==> src/rtl/argo_3_stage.sv <==
// argo_3_stage: three go-routines joined by two channel FIFOs.
// Stage 1 feeds FIFO1, stage 2 moves FIFO1 -> X1 -> FIFO2, stage 3 drains FIFO2.
// Ports: clk, rst (sync, active-high)
//   upstream   : ivalid, oready, datain[WIDTH]
//   downstream : ovalid, iready, dataout[WIDTH]
module argo_3_stage #(
    parameter int WIDTH      = 32,
    parameter int FIFO_DEPTH = 4,
    parameter int ADDR_WIDTH = 2
) (
    input  logic             clk,
    input  logic             rst,
    input  logic             ivalid,
    output logic             oready,
    input  logic [WIDTH-1:0] datain,
    output logic             ovalid,
    input  logic             iready,
    output logic [WIDTH-1:0] dataout
);

    localparam int CW = ADDR_WIDTH + 1;
    localparam logic [CW-1:0] FULL = CW'(FIFO_DEPTH);

    typedef enum logic {S2_READ, S2_WRITE} s2_e;
    typedef enum logic {S3_READ, S3_OUT} s3_e;

    logic [WIDTH-1:0]      mem1_q [FIFO_DEPTH];
    logic [WIDTH-1:0]      mem2_q [FIFO_DEPTH];
    logic [ADDR_WIDTH-1:0] wp1_q, rp1_q, wp2_q, rp2_q;
    logic [CW-1:0]         cnt1_q, cnt1_d, cnt2_q, cnt2_d;
    logic [WIDTH-1:0]      x1_q, x1_d, y1_q, y1_d, z1_q, z1_d;
    logic                  ovalid_q, ovalid_d;
    s2_e                   s2_q, s2_d;
    s3_e                   s3_q, s3_d;

    logic push1, pop1, push2, pop2;

    assign oready  = !rst && (cnt1_q != FULL);
    assign ovalid  = ovalid_q;
    assign dataout = z1_q;

    always_comb begin
        push1    = ivalid && oready;
        pop1     = (s2_q == S2_READ) && (cnt1_q != '0);
        push2    = (s2_q == S2_WRITE) && (cnt2_q != FULL);
        // Stage 3 pops on first load, or when the held word is taken
        // and another one is already waiting.
        pop2     = (cnt2_q != '0) && ((s3_q == S3_READ) || iready);

        y1_d     = push1 ? datain : y1_q;
        x1_d     = x1_q;
        z1_d     = z1_q;
        ovalid_d = ovalid_q;
        s2_d     = s2_q;
        s3_d     = s3_q;

        unique case (s2_q)
            S2_READ: begin
                if (pop1) begin
                    x1_d = mem1_q[rp1_q];
                    s2_d = S2_WRITE;
                end
            end
            S2_WRITE: begin
                if (push2) s2_d = S2_READ;
            end
        endcase

        unique case (s3_q)
            S3_READ: begin
                if (pop2) begin
                    z1_d     = mem2_q[rp2_q];
                    ovalid_d = 1'b1;
                    s3_d     = S3_OUT;
                end
            end
            S3_OUT: begin
                if (iready) begin
                    if (pop2) begin
                        z1_d = mem2_q[rp2_q];
                    end else begin
                        ovalid_d = 1'b0;
                        s3_d     = S3_READ;
                    end
                end
            end
        endcase

        cnt1_d = cnt1_q;
        if (push1 && !pop1) cnt1_d = cnt1_q + 1'b1;
        if (!push1 && pop1) cnt1_d = cnt1_q - 1'b1;

        cnt2_d = cnt2_q;
        if (push2 && !pop2) cnt2_d = cnt2_q + 1'b1;
        if (!push2 && pop2) cnt2_d = cnt2_q - 1'b1;
    end

    // Storage arrays carry no reset; pointers and counts define validity.
    always_ff @(posedge clk) begin
        if (push1) mem1_q[wp1_q] <= y1_d;
        if (push2 && !rst) mem2_q[wp2_q] <= x1_q;
    end

    always_ff @(posedge clk) begin
        if (rst) begin
            wp1_q    <= '0;
            rp1_q    <= '0;
            cnt1_q   <= '0;
            wp2_q    <= '0;
            rp2_q    <= '0;
            cnt2_q   <= '0;
            x1_q     <= '0;
            y1_q     <= '0;
            z1_q     <= '0;
            ovalid_q <= 1'b0;
            s2_q     <= S2_READ;
            s3_q     <= S3_READ;
        end else begin
            if (push1) wp1_q <= wp1_q + 1'b1;
            if (pop1)  rp1_q <= rp1_q + 1'b1;
            if (push2) wp2_q <= wp2_q + 1'b1;
            if (pop2)  rp2_q <= rp2_q + 1'b1;
            cnt1_q   <= cnt1_d;
            cnt2_q   <= cnt2_d;
            x1_q     <= x1_d;
            y1_q     <= y1_d;
            z1_q     <= z1_d;
            ovalid_q <= ovalid_d;
            s2_q     <= s2_d;
            s3_q     <= s3_d;
        end
    end

endmodule

==> config.mk <==
export PLATFORM = sky130hd
export DESIGN_NAME = argo_3_stage
export DESIGN_NICKNAME = d
export VERILOG_FILES = /design/src/rtl/argo_3_stage.sv
export SDC_FILE = /design/constraint.sdc
export NUM_CORES = 1
export LEC_CHECK = 0
export CAP_MARGIN = 0
export CORE_MARGIN = 2
export CORE_UTILIZATION = 31
export DETAILED_ROUTE_END_ITERATION = 7
export PLACE_DENSITY_LB_ADDON = 0.25
export SETUP_SLACK_MARGIN = 0.02
export SLEW_MARGIN = 15
export SYNTH_ARGS = -nofsm -noshare
export SYNTH_HDL_FRONTEND = slang
export SYNTH_SLANG_ARGS = --single-unit
==> constraint.sdc <==
create_clock -name clk -period 7 [get_ports clk]
set_input_delay 1.4 -clock clk [delete_from_list [all_inputs] [get_ports clk]]
set_output_delay 1.4 -clock clk [all_outputs]
set_load 0.05 [all_outputs]
==> impl_metrics.ini <==
[outcome]
status = finished clean

[yosys]
synth_fa_ha_area_frac = 0.0119
synth_xor_area_frac = 0.00252
synth_mux_area_frac = 0.104
netlist_instances = 778
synth.distinct_cells = 38
synth_edf_count = 256
yosys.area_share.simple = 0.0287
synth_nets = 826
syn_avg_cell_area_um2 = 17.8
ys_ff_latch = 371
synth-compound-area-share = 0.0917
synthArstFlopShare = 0
synthFlopType = edfxtp_1
synth.cell_area_um2 = 13900
yosysSeqAreaShare = 0.719
ys_warn_count = 0
synth_top_family_by_area = multiplexers

[final_layout]
antenna_cells = 0
nets = 902
area_delta_synth_final_pct = 18.4
layoutNonFillerInstCount = 1477
fillers = 4063
finalInstanceArea_um2 = 16400
final_layout_size_suffix_gt1_frac = 0.216
fin_util = 0.372

[detailed_routing]
wl_per_cell_um = 18.1
viasPerCell = 4.57
first_iter_violations = 417
route.detailed.drc = 0
final_antenna_net_count = 0
first_pass_iters = 4
num_vias = 6752
routed_wirelength_um = 26700

[clock_network]
cts_max_path_buffers = 3
htreeDepth = 2
clock-sinks = 371
cts_made_buffers = 39
holdBufCountCts = 0
post_cts_buffers = 0
root_buffer = clkbuf_16
insertion_delay_ns = 0.53
clkSlewWorstSetupHoldPaths_ns = 0.06
cts_resized = 0
cts_tree = yes

[place]
placed_area_um2 = 15100
place_congestion = 0.660
portBuffers = 69
hpwlAfterDp_um = 15900
dpl.cell_count = 1405

[setup_path]
critPathMaxStageDelay_ns = 0.73
cp.required_ns = 5.60
crit_arrival_ns = 2.82
endpoint_kind = output port
critPathKind = input pin to output port
critPathLaunchType = input pin
crit_fanout = 23
critPathSlowestCell = clkdlybuf4s50_1
path_cells = buf_2, nor2b_1, clkdlybuf4s50_1
rrSetupSlack_ns = 4.29

[die]
die_h_um = 216
fp.dieW_um = 216
num_io_pins = 70
num_rows = 77
dieArea_um2 = 46500
start_util = 0.314
fp.coreArea_um2 = 44200

[job]
max-cap-violations = 0

[power]
totalPowerFinal_w = 0.00666
powerDensity_nw_per_um2 = 405
power.leakage_nw = 5.45
peakVddDrop_mv = 0.138

[timing]
finalHoldViolations = 0
clock-skew-final_ns = 0.0164
maxSlewHeadroom = 0.322
fin_crit_ns = 4.22
rsz0062_at_grt = no
setup_violations = 0
drv_slew = 0
finalSetupTns_ns = 0
max_freq_ghz = 0.237
tightest_slew_ns = 1.02
finalCritPeriodShare = 0.603

[global_route]
gr-usage-met2 = 0.177
grt-busiest-layer = met2
antenna_found_initial = 0
grt_util_met1 = 0.165
grt_pass1_wl_um = 41500
grt_overflow = 0
grt_max_degree = 41
grt_use_total = 0.115
use_met3 = 0.0216
grt_pass1_vias = 6876

[hold_path]
min_path_type = flip-flop to flip-flop
## layout by cell type, fill, tap and decap left out, types with 3 or more instances in the layout
cell	n
a21oi_1	12
a22o_1	64
a311oi_1	3
and3_1	4
buf_4	17
bufinv_16	4
clkbuf_1	6
clkbuf_16	43
clkbuf_8	4
clkdlybuf4s50_1	68
clkinv_1	3
clkinv_2	8
dfxtp_1	111
dfxtp_2	4
edfxtp_1	256
ha_1	10
inv_1	47
mux4_2	64
nand3_1	35
nor2_1	10
nor3b_2	4
o21ai_0	39
o31ai_1	5
o31ai_2	28
or3_1	5
xor2_1	4
## final timing paths
check / startpoint / endpoint / cells after the start
hold / removal: y1_q[27]$_SDFF_PP0_ / y1_q[27]$_SDFF_PP0_ / 2
setup reg to reg: cnt1_q[2]$_SDFFE_PP0P_ / cnt1_q[2]$_SDFFE_PP0P_ / 10
hold reg to reg: y1_q[27]$_SDFF_PP0_ / y1_q[27]$_SDFF_PP0_ / 2
setup / recovery: rst / oready / 3
## critical path, delay by kind of cell
family | cells | cell delay, ns
buffers and inverters | 2 | 1.31
and+or+nand+nor | 1 | 0.10
## synthesized netlist by cell type (11+ instances only)
library cell  instances  share of area
a22o_1               64          0.040
edfxtp_1            256           0.55
dfxtp_1             115           0.17
nand3_1              35          0.013
buf_2                15         0.0054
mux4_2               64           0.10
clkbuf_1             15         0.0041
o21ai_0              39          0.014
o31ai_2              28          0.025
clkbuf_8             11          0.011
inv_1                47          0.013
a21oi_1              12         0.0043
## cell families (layout without fill, tap and decap cells)
| family | after synthesis | in the layout |
|---|---|---|
| compound gates | 156 | 156 |
| xor+xnor | 4 | 4 |
| fa+ha+maj | 12 | 12 |
| buf+inv | 98 | 205 |
| flops | 371 | 371 |
| mux | 64 | 64 |
| simple gates | 73 | 73 |
## power by group
part           switching, W  internal, W  leakage, nW
clock              0.000828      0.00131        0.674
combinational      0.000831     0.000599         1.46
sequential         0.000274      0.00282         3.31
## metrics by stage
| step | hold WS, ns | setup WS (ns) |
|---|---|---|
| after CTS | 0.471 | 2.75 |
| after global routing | 0.492 | 2.70 |
| after global placement | 0.453 | 2.68 |
| final | 0.467 | 2.78 |
| after floorplan | 0.439 | 2.23 |
| after detailed placement | 0.456 | 2.61 |
## cell type report
| class | instances | area, um2 | share of cell area |
|---|---|---|---|
| Sequential cell | 371 | 9990 | 0.608 |
| Clock inverter | 19 | 213 | 0.0129 |
| Tap cell | 592 | 741 | 0.0451 |
| Timing Repair Buffer | 86 | 813 | 0.0495 |
| Inverter | 47 | 176 | 0.0107 |
| Clock buffer | 53 | 1150 | 0.0702 |
| Multi-Input combinational cell | 309 | 3340 | 0.203 |
## state kept, by name, summed over array words and instances (netlist names), named ones only
signal and count:
mem1_q 128, mem2_q 128, dataout 32, x1_q 32, y1_q 32, cnt1_q 3, cnt2_q 3, rp1_q 2
rp2_q 2, wp1_q 2, wp2_q 2, ovalid 1, s2_q 1, s3_q 1
## metal layers
metal  routed length, um  part of all wire
met3                 917             0.034
met5                   0                 0
met4                 521             0.020
met2               12000              0.45
met1               13300              0.50
No activity file was read; power rests on OpenSTA's default activity.
